[src/rtl/input_debouncer.sv]
// Two-flop synchronizer plus stability-counting FSM producing a clean level and edge strobes.
// Define DEBOUNCE_FALL_EDGE_EN to add the FALL strobe port.
module input_debouncer #(
    parameter int unsigned STABLE_CYCLES = 4,
    parameter int unsigned CNT_W         = 3
) (
    input  logic CLK,
    input  logic CLR,
    input  logic D_RAW,
    output logic Q,
    output logic RISE
`ifdef DEBOUNCE_FALL_EDGE_EN
    ,
    output logic FALL
`endif
);

    localparam logic [1:0] StIdleLow  = 2'd0;
    localparam logic [1:0] StWaitHigh = 2'd1;
    localparam logic [1:0] StIdleHigh = 2'd2;
    localparam logic [1:0] StWaitLow  = 2'd3;

    localparam logic [CNT_W-1:0] CntOne = CNT_W'(1);
    localparam logic [CNT_W-1:0] CntMax = CNT_W'(STABLE_CYCLES - 1);

    logic             s1_q, s2_q;
    logic [1:0]       state_q, state_d;
    logic [CNT_W-1:0] cnt_q, cnt_d;
    logic             level_q, level_d;
    logic             rise_q, rise_d;
`ifdef DEBOUNCE_FALL_EDGE_EN
    logic             fall_q, fall_d;
`endif

    always_comb begin
        state_d = state_q;
        cnt_d   = cnt_q;
        level_d = level_q;
        rise_d  = 1'b0;
`ifdef DEBOUNCE_FALL_EDGE_EN
        fall_d  = 1'b0;
`endif
        case (state_q)
            StIdleLow: begin
                if (s2_q) begin
                    state_d = StWaitHigh;
                    cnt_d   = CntOne;
                end
            end
            StWaitHigh: begin
                // Any low sample is a bounce: abandon the partial count entirely.
                if (!s2_q) begin
                    state_d = StIdleLow;
                    cnt_d   = '0;
                end else if (cnt_q == CntMax) begin
                    state_d = StIdleHigh;
                    level_d = 1'b1;
                    rise_d  = 1'b1;
                    cnt_d   = '0;
                end else begin
                    cnt_d = cnt_q + CntOne;
                end
            end
            StIdleHigh: begin
                if (!s2_q) begin
                    state_d = StWaitLow;
                    cnt_d   = CntOne;
                end
            end
            StWaitLow: begin
                if (s2_q) begin
                    state_d = StIdleHigh;
                    cnt_d   = '0;
                end else if (cnt_q == CntMax) begin
                    state_d = StIdleLow;
                    level_d = 1'b0;
`ifdef DEBOUNCE_FALL_EDGE_EN
                    fall_d  = 1'b1;
`endif
                    cnt_d   = '0;
                end else begin
                    cnt_d = cnt_q + CntOne;
                end
            end
            default: begin
                state_d = StIdleLow;
                cnt_d   = '0;
                level_d = 1'b0;
            end
        endcase
    end

    always_ff @(posedge CLK) begin
        if (!CLR) begin
            s1_q    <= 1'b0;
            s2_q    <= 1'b0;
            state_q <= StIdleLow;
            cnt_q   <= '0;
            level_q <= 1'b0;
            rise_q  <= 1'b0;
`ifdef DEBOUNCE_FALL_EDGE_EN
            fall_q  <= 1'b0;
`endif
        end else begin
            s1_q    <= D_RAW;
            s2_q    <= s1_q;
            state_q <= state_d;
            cnt_q   <= cnt_d;
            level_q <= level_d;
            rise_q  <= rise_d;
`ifdef DEBOUNCE_FALL_EDGE_EN
            fall_q  <= fall_d;
`endif
        end
    end

    assign Q    = level_q;
    assign RISE = rise_q;
`ifdef DEBOUNCE_FALL_EDGE_EN
    assign FALL = fall_q;
`endif

endmodule

[config.mk]
export PLATFORM = sky130hd
export DESIGN_NAME = input_debouncer
export DESIGN_NICKNAME = d
export VERILOG_FILES = /design/src/rtl/input_debouncer.sv
export SDC_FILE = /design/constraint.sdc
export NUM_CORES = 1
export LEC_CHECK = 0
export CAP_MARGIN = 30
export CORE_AREA = 2 2 39 41
export CTS_CLUSTER_DIAMETER = 120
export DETAILED_ROUTE_END_ITERATION = 8
export DIE_AREA = 0 0 41 43
export DONT_BUFFER_PORTS = 1
export PLACE_DENSITY_LB_ADDON = 0.15
export SKIP_CTS_REPAIR_TIMING = 1
export SLEW_MARGIN = 5
export SYNTH_ARGS = -nofsm -noshare
export SYNTH_HDL_FRONTEND = slang
export SYNTH_SLANG_ARGS = --single-unit
[constraint.sdc]
create_clock -name CLK -period 1.4 [get_ports CLK]
set_input_delay 0.28 -clock CLK [delete_from_list [all_inputs] [get_ports CLK]]
set_output_delay 0.28 -clock CLK [all_outputs]
set_load 0.01 [all_outputs]
* Word-level counts from Yosys, hierarchy flattened
Cells that the tools add are included.
** Word-level totals
- Bits in registers :: 9
- Latch bits :: 0
- RAM bits :: 0
- Bits in read-only memories :: 0
- Input bits :: 3
- Output and inout bits :: 2
- Word-level logic and storage cells :: 44
- Memories kept :: 0
** Operators by class
- Add/sub/neg operators :: 1
- Multiply operators :: 0
- Divide/modulo/power cells :: 0
- Magnitude comparators :: 0
- Eq/ne operators :: 12
- Shift-type cells :: 0
- Muxes and demuxes :: 19
- Bitwise gates (word level) :: 0
- Reduce and logical (&&, ||, !) cells :: 6
** Operators with widths (count)
- 3-bit 2-to-1 mux :: 5
- 2-bit 2-to-1 mux :: 6
- 2-bit != test, second input constant :: 6
- 3-bit case mux with 4 select lines :: 1
- 2-bit case mux with 4 select lines :: 1
- 3-bit != test, second input constant :: 2
- 1-bit 2-to-1 mux :: 5
- 5-bit AND reduction :: 1
- 2-bit equality test, second input constant :: 2
- 4-bit AND reduction :: 1
- 3-bit by 1-bit adder with 3-bit output, second input constant :: 1
- 3-bit by 2-bit equality test with 1-bit output, second input constant :: 1
- 3-bit AND reduction :: 1
- 2-bit by 1-bit equality test with 1-bit output, second input constant :: 1
- 2-bit logical NOT :: 1
- 1-bit case mux with 2 select lines :: 1
- 2-bit AND reduction :: 1
- 2-bit nonzero test :: 1

* Longest topological paths before layout
Gate-level depths: netlist (run 1).
- Depth after elaboration :: 4
- Depth in mapped cells :: 4
- Mapped depth without buffers :: 4

* Worst setup path before layout (run 1)
Ideal clock, no wire load.
- Path kind :: reg-to-reg
- Start :: register cnt_q[0]
- End :: register cnt_q[1]
- Library setup time :: 0.115 ns
- Arrival :: 0.943 ns
- Required time :: 1.285 ns
- Path slack :: 0.342 ns
- Cell stages (with the launch flop) :: 5
- Path buffers :: 0
- Clock period less this slack :: 1.058 ns
- Cells stage by stage :: dfxtp_1 -> ha_1 -> nor2b_1 -> nor3_2 -> o21a_1
** On the way
- Longest elaborated chain between the ends :: 4
- Elaborated cells between the ends (all ways) :: 6
- Those cells by class :: add/sub: 1; eq/ne: 1; mux: 4
** Ends and longest elaborated chain
- start: declaration :: RTL line 28 : logic [CNT_W-1:0] cnt_q, cnt_d;
- start signal: assignment :: RTL line 108 : cnt_q <= cnt_d;
- 3-bit by 1-bit adder with 3-bit output / 3-bit by 2-bit equality test with 1-bit output (equally long branches)
- 3-bit 2-to-1 mux (*) :: RTL line 55, 74
- 3-bit 2-to-1 mux (on tied branches) :: RTL line 71, 52
- 3-bit case mux with 4 select lines (*) :: RTL line 43 : case (state_q)
Every way passes the cells marked *; elsewhere a longest branch is shown, timed or not.
A chain may end at the register's enable or synchronous reset.

* Final worst setup path (run 1)
- Start :: register cnt_q[0]
- End :: register level_q (netlist: Q)
** On the way
- Longest elaborated chain between the ends :: 3
- Elaborated cells between the ends (all ways) :: 4
- Those cells by class :: eq/ne: 3; reduce/logical: 1
** Ends and longest elaborated chain
- 3-bit by 2-bit equality test with 1-bit output (*) :: RTL line 55, 74
- 2-bit != test (no line)
- 5-bit AND reduction (no line) (*)
- end signal: assignment :: RTL line 109 : level_q <= level_d;
- end: declaration :: RTL line 29 : logic level_q, level_d;
Marked as above.

==> impl_summary.log, run 1 <==
INFO  metric run_status = completed
INFO  metric drv_cap = 0
INFO  metric post-synth-top-area-fraction = between 40 and 50%
INFO  metric hold_slack = 0.144 ns
INFO  metric portion_of_the_clock_cycle_consumed_by_the_worst_path_in_the_final_layout = 86.2%
INFO  metric clkTransAtPathRegs = roughly 0.06 ns
INFO  metric synth.cell_area = roughly 360 um^2
INFO  metric synth.avg_cell_area = 9.77 um^2
INFO  metric netlist.top_cell.by_area = sky130_fd_sc_hd__dfxtp_1
INFO  metric globalRouteOverflowTotal = 0
INFO  metric timing.critical_path.buf_inv = 0
INFO  metric ys_async_sr_fraction = 0%
INFO  metric place.port_buffers = 0
INFO  metric detailroute.via_count = 267
INFO  metric power_leakage = between 0.15 and 0.2 nW
INFO  metric worst_slew_pin_slew = about 0.35 ns
INFO  metric dp.cells = 53
INFO  metric cp.required = 1.58 ns
INFO  metric final_cell_area = between 400 and 500 um^2
INFO  metric synthMostInstantiatedCell = sky130_fd_sc_hd__dfxtp_1
INFO  metric h-tree-depth = 1
INFO  metric crit_arrival = approximately 1.4 ns
INFO  metric post_synth_edffs = 0
INFO  metric antenna_violating_nets_post_route = 0
INFO  metric postSynth.topFlopCell = sky130_fd_sc_hd__dfxtp_1
INFO  metric grt_max_degree = 9
INFO  metric ranking_of_synthesized_cells_by_instance_count = sky130_fd_sc_hd__dfxtp_1 (9), sky130_fd_sc_hd__nand2_1 (4), sky130_fd_sc_hd__nor2_1 (3)
INFO  metric ir_worst_vdd = 399 uV
INFO  metric crit_path_max_incr_delay = around 0.37 ns
INFO  metric gr-usage-all-layers = 9.67%
INFO  metric crit_path_start = cnt_q[0]$_SDFFE_PN0P_
INFO  metric share_of_post_route_cells_with_drive_strength_above_1 = 14.6%
INFO  metric synth.top_cells.by_area = sky130_fd_sc_hd__dfxtp_1 (50%), sky130_fd_sc_hd__nand2_1 (4.2%), sky130_fd_sc_hd__nand3b_1 (4.2%), sky130_fd_sc_hd__a211oi_2 (3.5%), sky130_fd_sc_hd__and2_1 (3.5%)
INFO  metric remaining_routing_drc_violations = 0
INFO  metric full_die_area = around 0.0018 mm^2
INFO  metric final_cells = 57
INFO  metric worst_setup_path_end_kind = register
INFO  metric seq_total_area_yosys = 49.8%
INFO  metric finalSetupTns = 0 ns
INFO  metric worstHoldPathType = in -> reg
INFO  metric ys_types = 21
INFO  metric critPathKind = reg -> reg
INFO  metric num_antenna_cells = 0
INFO  metric clock-root-buffer = sky130_fd_sc_hd__clkbuf_4
INFO  metric setup_viol_count_final = 0
INFO  metric drt_pre_antenna_iters = 4
INFO  metric finalCoreUtilization = 29.7%
INFO  metric post_dp_cell_area = 384 um^2
INFO  metric detailed_route_wl = 616 um
INFO  metric combinationalPowerShare = 4.3%
INFO  metric crit_family = flip-flops
INFO  metric maxSlewHeadroom = roughly 76%
INFO  metric min_period = 1.21 ns
INFO  metric swShare = 21.5%
INFO  metric power_per_cell_area = roughly 1200 mW/mm^2
INFO  metric layout_area_growth_over_synthesis = 13.5%
INFO  metric num_io_pins = 5
INFO  metric floorplan.rows = 14
INFO  metric synth.net_count = approximately 40
INFO  metric yosys_warnings = 0
INFO  metric number_of_storage_elements_in_the_synthesis_netlist = 9
INFO  metric initial_core_util = approximately a quarter
INFO  metric crit_path_max_fanout = 3
INFO  metric die_h = 43 um
INFO  metric sequential_cell_fraction_of_total_power = between 50% and 60%
INFO  metric wire_per_inst = roughly 11 um
INFO  metric first_iter_violations = 3
INFO  metric finalWeightedCongestion = 0.720
INFO  metric power.internal = 0.000386 W
INFO  metric grt_antenna_before_repair = 0
INFO  metric clkLatencyLatePin = 0.26 ns
INFO  metric cts-buffers-inserted = 3
INFO  metric skew = 0.00492 ns
INFO  metric core_area = 0.00138 mm^2
INFO  metric clock_sinks = 9
INFO  metric setup.worst_path.start_class = register
INFO  metric timing.fmax = ~0.83 GHz
INFO  metric floorplan.die.width = just over 40 um
INFO  metric max-clock-path-buffers = 2
INFO  metric post_synth_inst_count = 37
INFO  metric grt_pass1_vias = approximately 260
INFO  metric final_hold_viol_count = 0
INFO  metric power.net_switching = around 0.00011 W
INFO  metric power_share_of_the_clock_group = 39.4%
INFO  metric grt_setup_unrepaired = false
INFO  metric finalMaxSlewViolations = 0
INFO  metric clock_tree_from_tritoncts = built
INFO  metric vias_per_cell = 4.68
INFO  metric path_cells = ha_1 > nor2b_1 > a31oi_1 > o21ai_0
INFO  metric timing.critical_path.slowest_stage_cell = sky130_fd_sc_hd__dfxtp_1
INFO  metric hold_start = CLR
INFO  metric final_nets = 46
INFO  metric r2r-start = cnt_q[0]$_SDFFE_PN0P_
INFO  metric grt_pass1_wl = 1090 um
## layout by cell type, fill, tap and decap left out, types with 2 or more instances in the layout
cell	count
sky130_fd_sc_hd__nand2b_1	2
sky130_fd_sc_hd__nor2_1	3
sky130_fd_sc_hd__nand2_1	4
sky130_fd_sc_hd__dfxtp_1	9
sky130_fd_sc_hd__nand3b_1	2
sky130_fd_sc_hd__clkbuf_4	3
sky130_fd_sc_hd__and2_1	2
## final cells by class
| cell class | count | area, um^2 |
|---|---|---|
| clock buffers | 4 | 26.3 |
| fillers | 145 | 973 |
| multi-input cells | 27 | 176 |
| flip-flops and latches | 9 | 180 |
| well taps | 16 | 20.0 |
| repair buffers | 1 | 7.51 |
## logic make-up (layout without fill, tap and decap cells)
kind of cell             after synthesis  after routing  share of synthesized area, %
flip-flops                             9              9                          49.8
adder cells (fa/ha/maj)                1              1                          3.46
AO/OA/AOI/OAI                          7              7                          14.2
AND/OR/NAND/NOR                       17             17                          26.3
buffers and inverters                  1              5                          1.38
XOR/XNOR                               2              2                          4.85
## final timing paths
check | endpoint | slack, ns | cells past startpoint
max | Q$_SDFFE_PN0P_ | 0.19 | 4
min | s1_q$_SDFF_PN0_ | 0.14 | 1
max reg2reg | Q$_SDFFE_PN0P_ | 0.19 | 4
min reg2reg | cnt_q[2]$_SDFFE_PN0P_ | 0.45 | 2
## power by group through the flow
stage	registers, W	clock network (W)	logic (W)
3_3_place_gp	0.000282	0	0.0000210
6_report	0.000277	0.000194	0.0000214
2_1_floorplan	0.000280	0	0.0000179
3_5_place_dp	0.000283	0	0.0000208
4_1_cts	0.000277	0.000202	0.0000213
5_1_grt	0.000278	0.000221	0.0000245
## stage by stage
step                power [W]  worst slack [ns]
floorplan            0.000298             0.342
global placement     0.000303             0.241
detailed placement   0.000303             0.222
CTS                  0.000500             0.190
global route         0.000524            0.0206
finish               0.000492             0.193
## per-layer routing
layer,global-route usage (%),up-vias,wire length (um)
met1,10.1,121,267
met3,2.62,4,41
met5,0,-,0
met2,14.1,8,277
li1,-,134,-
met4,10.0,0,29
(Power assumes the default switching activity.)
==> run 2: changes to the inputs <==
- GPL_TIMING_DRIVEN: default -> 0
==> run 2 against run 1 <==
Against the previous run:
- power increased by 0.20%
- via count decreased by 0.37%
- die area unchanged
- global-route usage decreased by 0.91 points
- clock skew decreased by 0.0041 ns
- critical path depth unchanged
- core utilization decreased by 0.18 points
- sequential share of layout area increased by 0.27 points
- maximum frequency decreased by 0.70%
- sequential power about the same
- critical endpoint unchanged
- highest routed layer unchanged
==> impl_summary.log, run 2 (synthesized netlist as in run 1, its figures left out) <==
INFO  metric floorplan.rows = 14
INFO  metric floorplan.die.width = a little over 40 um
INFO  metric layout_area_growth_over_synthesis = 12.8%
INFO  metric globalRouteOverflowTotal = 0
INFO  metric post_dp_cell_area = 382 um^2
INFO  metric clock-root-buffer = sky130_fd_sc_hd__clkbuf_4
INFO  metric wire_per_inst = 10.5 um
INFO  metric r2r-start = cnt_q[0]$_SDFFE_PN0P_
INFO  metric grt_max_degree = 9
INFO  metric final_cell_area = 408 um^2
INFO  metric setup_viol_count_final = 0
INFO  metric worstHoldPathType = in -> reg
INFO  metric path_cells = ha_1 > nor2b_1 > a31oi_1 > o21ai_0
INFO  metric dpl.hpwl = 453 um
INFO  metric maxSlewHeadroom = 78.5%
INFO  metric grt_pass1_vias = 275
INFO  metric timing.fmax = 0.823 GHz
INFO  metric die_h = 43 um
INFO  metric crit_path_max_fanout = 3
INFO  metric worst_setup_path_end_kind = register
INFO  metric share_of_post_route_cells_with_drive_strength_above_1 = 14.6%
INFO  metric finalSetupTns = 0 ns
INFO  metric crit_family = flip-flops
INFO  metric power_per_cell_area = 1210 mW/mm^2
INFO  metric final_hold_viol_count = 0
INFO  metric skew = 0.000813 ns
INFO  metric crit_path_max_incr_delay = 0.37 ns
INFO  metric clock_tree_from_tritoncts = built
INFO  metric leading_cell_type_in_the_layout_fill_and_taps_excluded = sky130_fd_sc_hd__dfxtp_1
INFO  metric min_period = 1.22 ns
INFO  metric leading_cell_types_in_the_layout_fill_and_taps_excluded = sky130_fd_sc_hd__dfxtp_1 (9), sky130_fd_sc_hd__nand2_1 (4), sky130_fd_sc_hd__nor2_1 (3), sky130_fd_sc_hd__clkbuf_4 (3)
INFO  metric detailroute.via_count = between 200 and 300
INFO  metric cp.required = ~1.6 ns
INFO  metric drv_cap = 0
INFO  metric cts-buffers-inserted = 3
INFO  metric portion_of_the_clock_cycle_consumed_by_the_worst_path_in_the_final_layout = 86.8%
INFO  metric reg2reg_to = Q$_SDFFE_PN0P_
INFO  metric clkLatencyLatePin = 0.26 ns
INFO  metric full_die_area = 0.00176 mm^2
INFO  metric remaining_routing_drc_violations = 0
INFO  metric grt_antenna_before_repair = 0
INFO  metric place.port_buffers = 0
INFO  metric crit_arrival = 1.40 ns
INFO  metric h-tree-depth = 1
INFO  metric power_leakage = 0.157 nW
INFO  metric ir_worst_vdd = just over 500 uV
INFO  metric drt_pre_antenna_iters = 4
INFO  metric clkTransAtPathRegs = 0.06 ns
INFO  metric clock_sinks = 9
INFO  metric setup.worst_path.start_class = register
INFO  metric worst_slew_pin_slew = around 0.32 ns
INFO  metric critPathKind = reg -> reg
INFO  metric hold_path_end = cnt_q[2]$_SDFFE_PN0P_
INFO  metric worst-r2r-cell-count = 4
INFO  metric initial_core_util = a little over a quarter
INFO  metric hold_start = CLR
INFO  metric gr-usage-all-layers = 8.76%
INFO  metric finalMaxSlewViolations = 0
INFO  metric holdPathStages = 2
INFO  metric antenna_violating_nets_post_route = 0
INFO  metric num_antenna_cells = 0
INFO  metric num_io_pins = 5
INFO  metric vias_per_cell = 4.67
INFO  metric timing.critical_path.buf_inv = 0
INFO  metric r2r_slack = 0.18 ns
INFO  metric grt_pass1_wl = roughly 1000 um
INFO  metric run_status = completed
INFO  metric core_area = around 0.0014 mm^2
INFO  metric detailed_route_wl = approximately 600 um
INFO  metric first_iter_violations = 3
INFO  metric final_nets = 46
INFO  metric max-clock-path-buffers = 2
INFO  metric finalWeightedCongestion = 0.731
INFO  metric grt_setup_unrepaired = false
INFO  metric timing.critical_path.slowest_stage_cell = sky130_fd_sc_hd__dfxtp_1
## run 2: cell count changes in the layout (fill, tap and decap cells not counted), sizes merged
cell / change
buf: -1
clkbuf: +1
## run 2: where the power goes
part,switching [W],leakage (nW),internal [W]
sequential,0.0000102,0.0733,0.000266
combinational,0.0000111,0.0687,0.0000102
clock,0.0000860,0.0150,0.000110
## run 2: cell type report
cell class / count / area, um^2
tap: 16 / 20.0
fill: 138 / 976
multi-input combinational: 27 / 176
clock buffer: 4 / 26.3
buffer: 1 / 5.00
sequential: 9 / 180
## run 2: stage by stage
step                total power, W  cells  hold slack [ns]  setup WS (ns)  utilization [%]
floorplan                 0.000298     37            0.398          0.342                -
detailed placement        0.000304     53            0.405          0.204             27.6
CTS                       0.000504     57            0.132          0.171             29.5
global placement          0.000303     53            0.402          0.226             27.6
finish                    0.000493     57            0.139          0.184             29.5
global route              0.000523     57            0.136          0.100             29.5
## run 2: worst max-delay path by stage
stage,startpoint,endpoint,slack [ns],cells past startpoint
after global placement,cnt_q[0]$_SDFFE_PN0P_,register,0.23,4
after global routing,cnt_q[0]$_SDFFE_PN0P_,register,0.10,4
final,cnt_q[0]$_SDFFE_PN0P_,Q$_SDFFE_PN0P_,0.18,4
after floorplan,cnt_q[0]$_SDFFE_PN0P_,cnt_q[1]$_SDFFE_PN0P_,0.34,4
after CTS,cnt_q[0]$_SDFFE_PN0P_,Q$_SDFFE_PN0P_,0.17,4
after detailed placement,cnt_q[0]$_SDFFE_PN0P_,register,0.20,4
## run 2: per-layer routing
metal	vias to the layer above	track usage, %	wire length, um
met5	-	0	0
met4	0	6.00	13
met3	2	5.76	50
met2	6	12.8	278
met1	125	8.44	254
li1	133	-	-
## run 2: worst register-to-register path: cells and delay by family (launching register included)
family | cells | cell delay, ns
flip-flops | 1 | 0.37
AO/OA/AOI/OAI | 2 | 0.29
AND/OR/NAND/NOR | 1 | 0.28
adder cells (fa/ha/maj) | 1 | 0.20
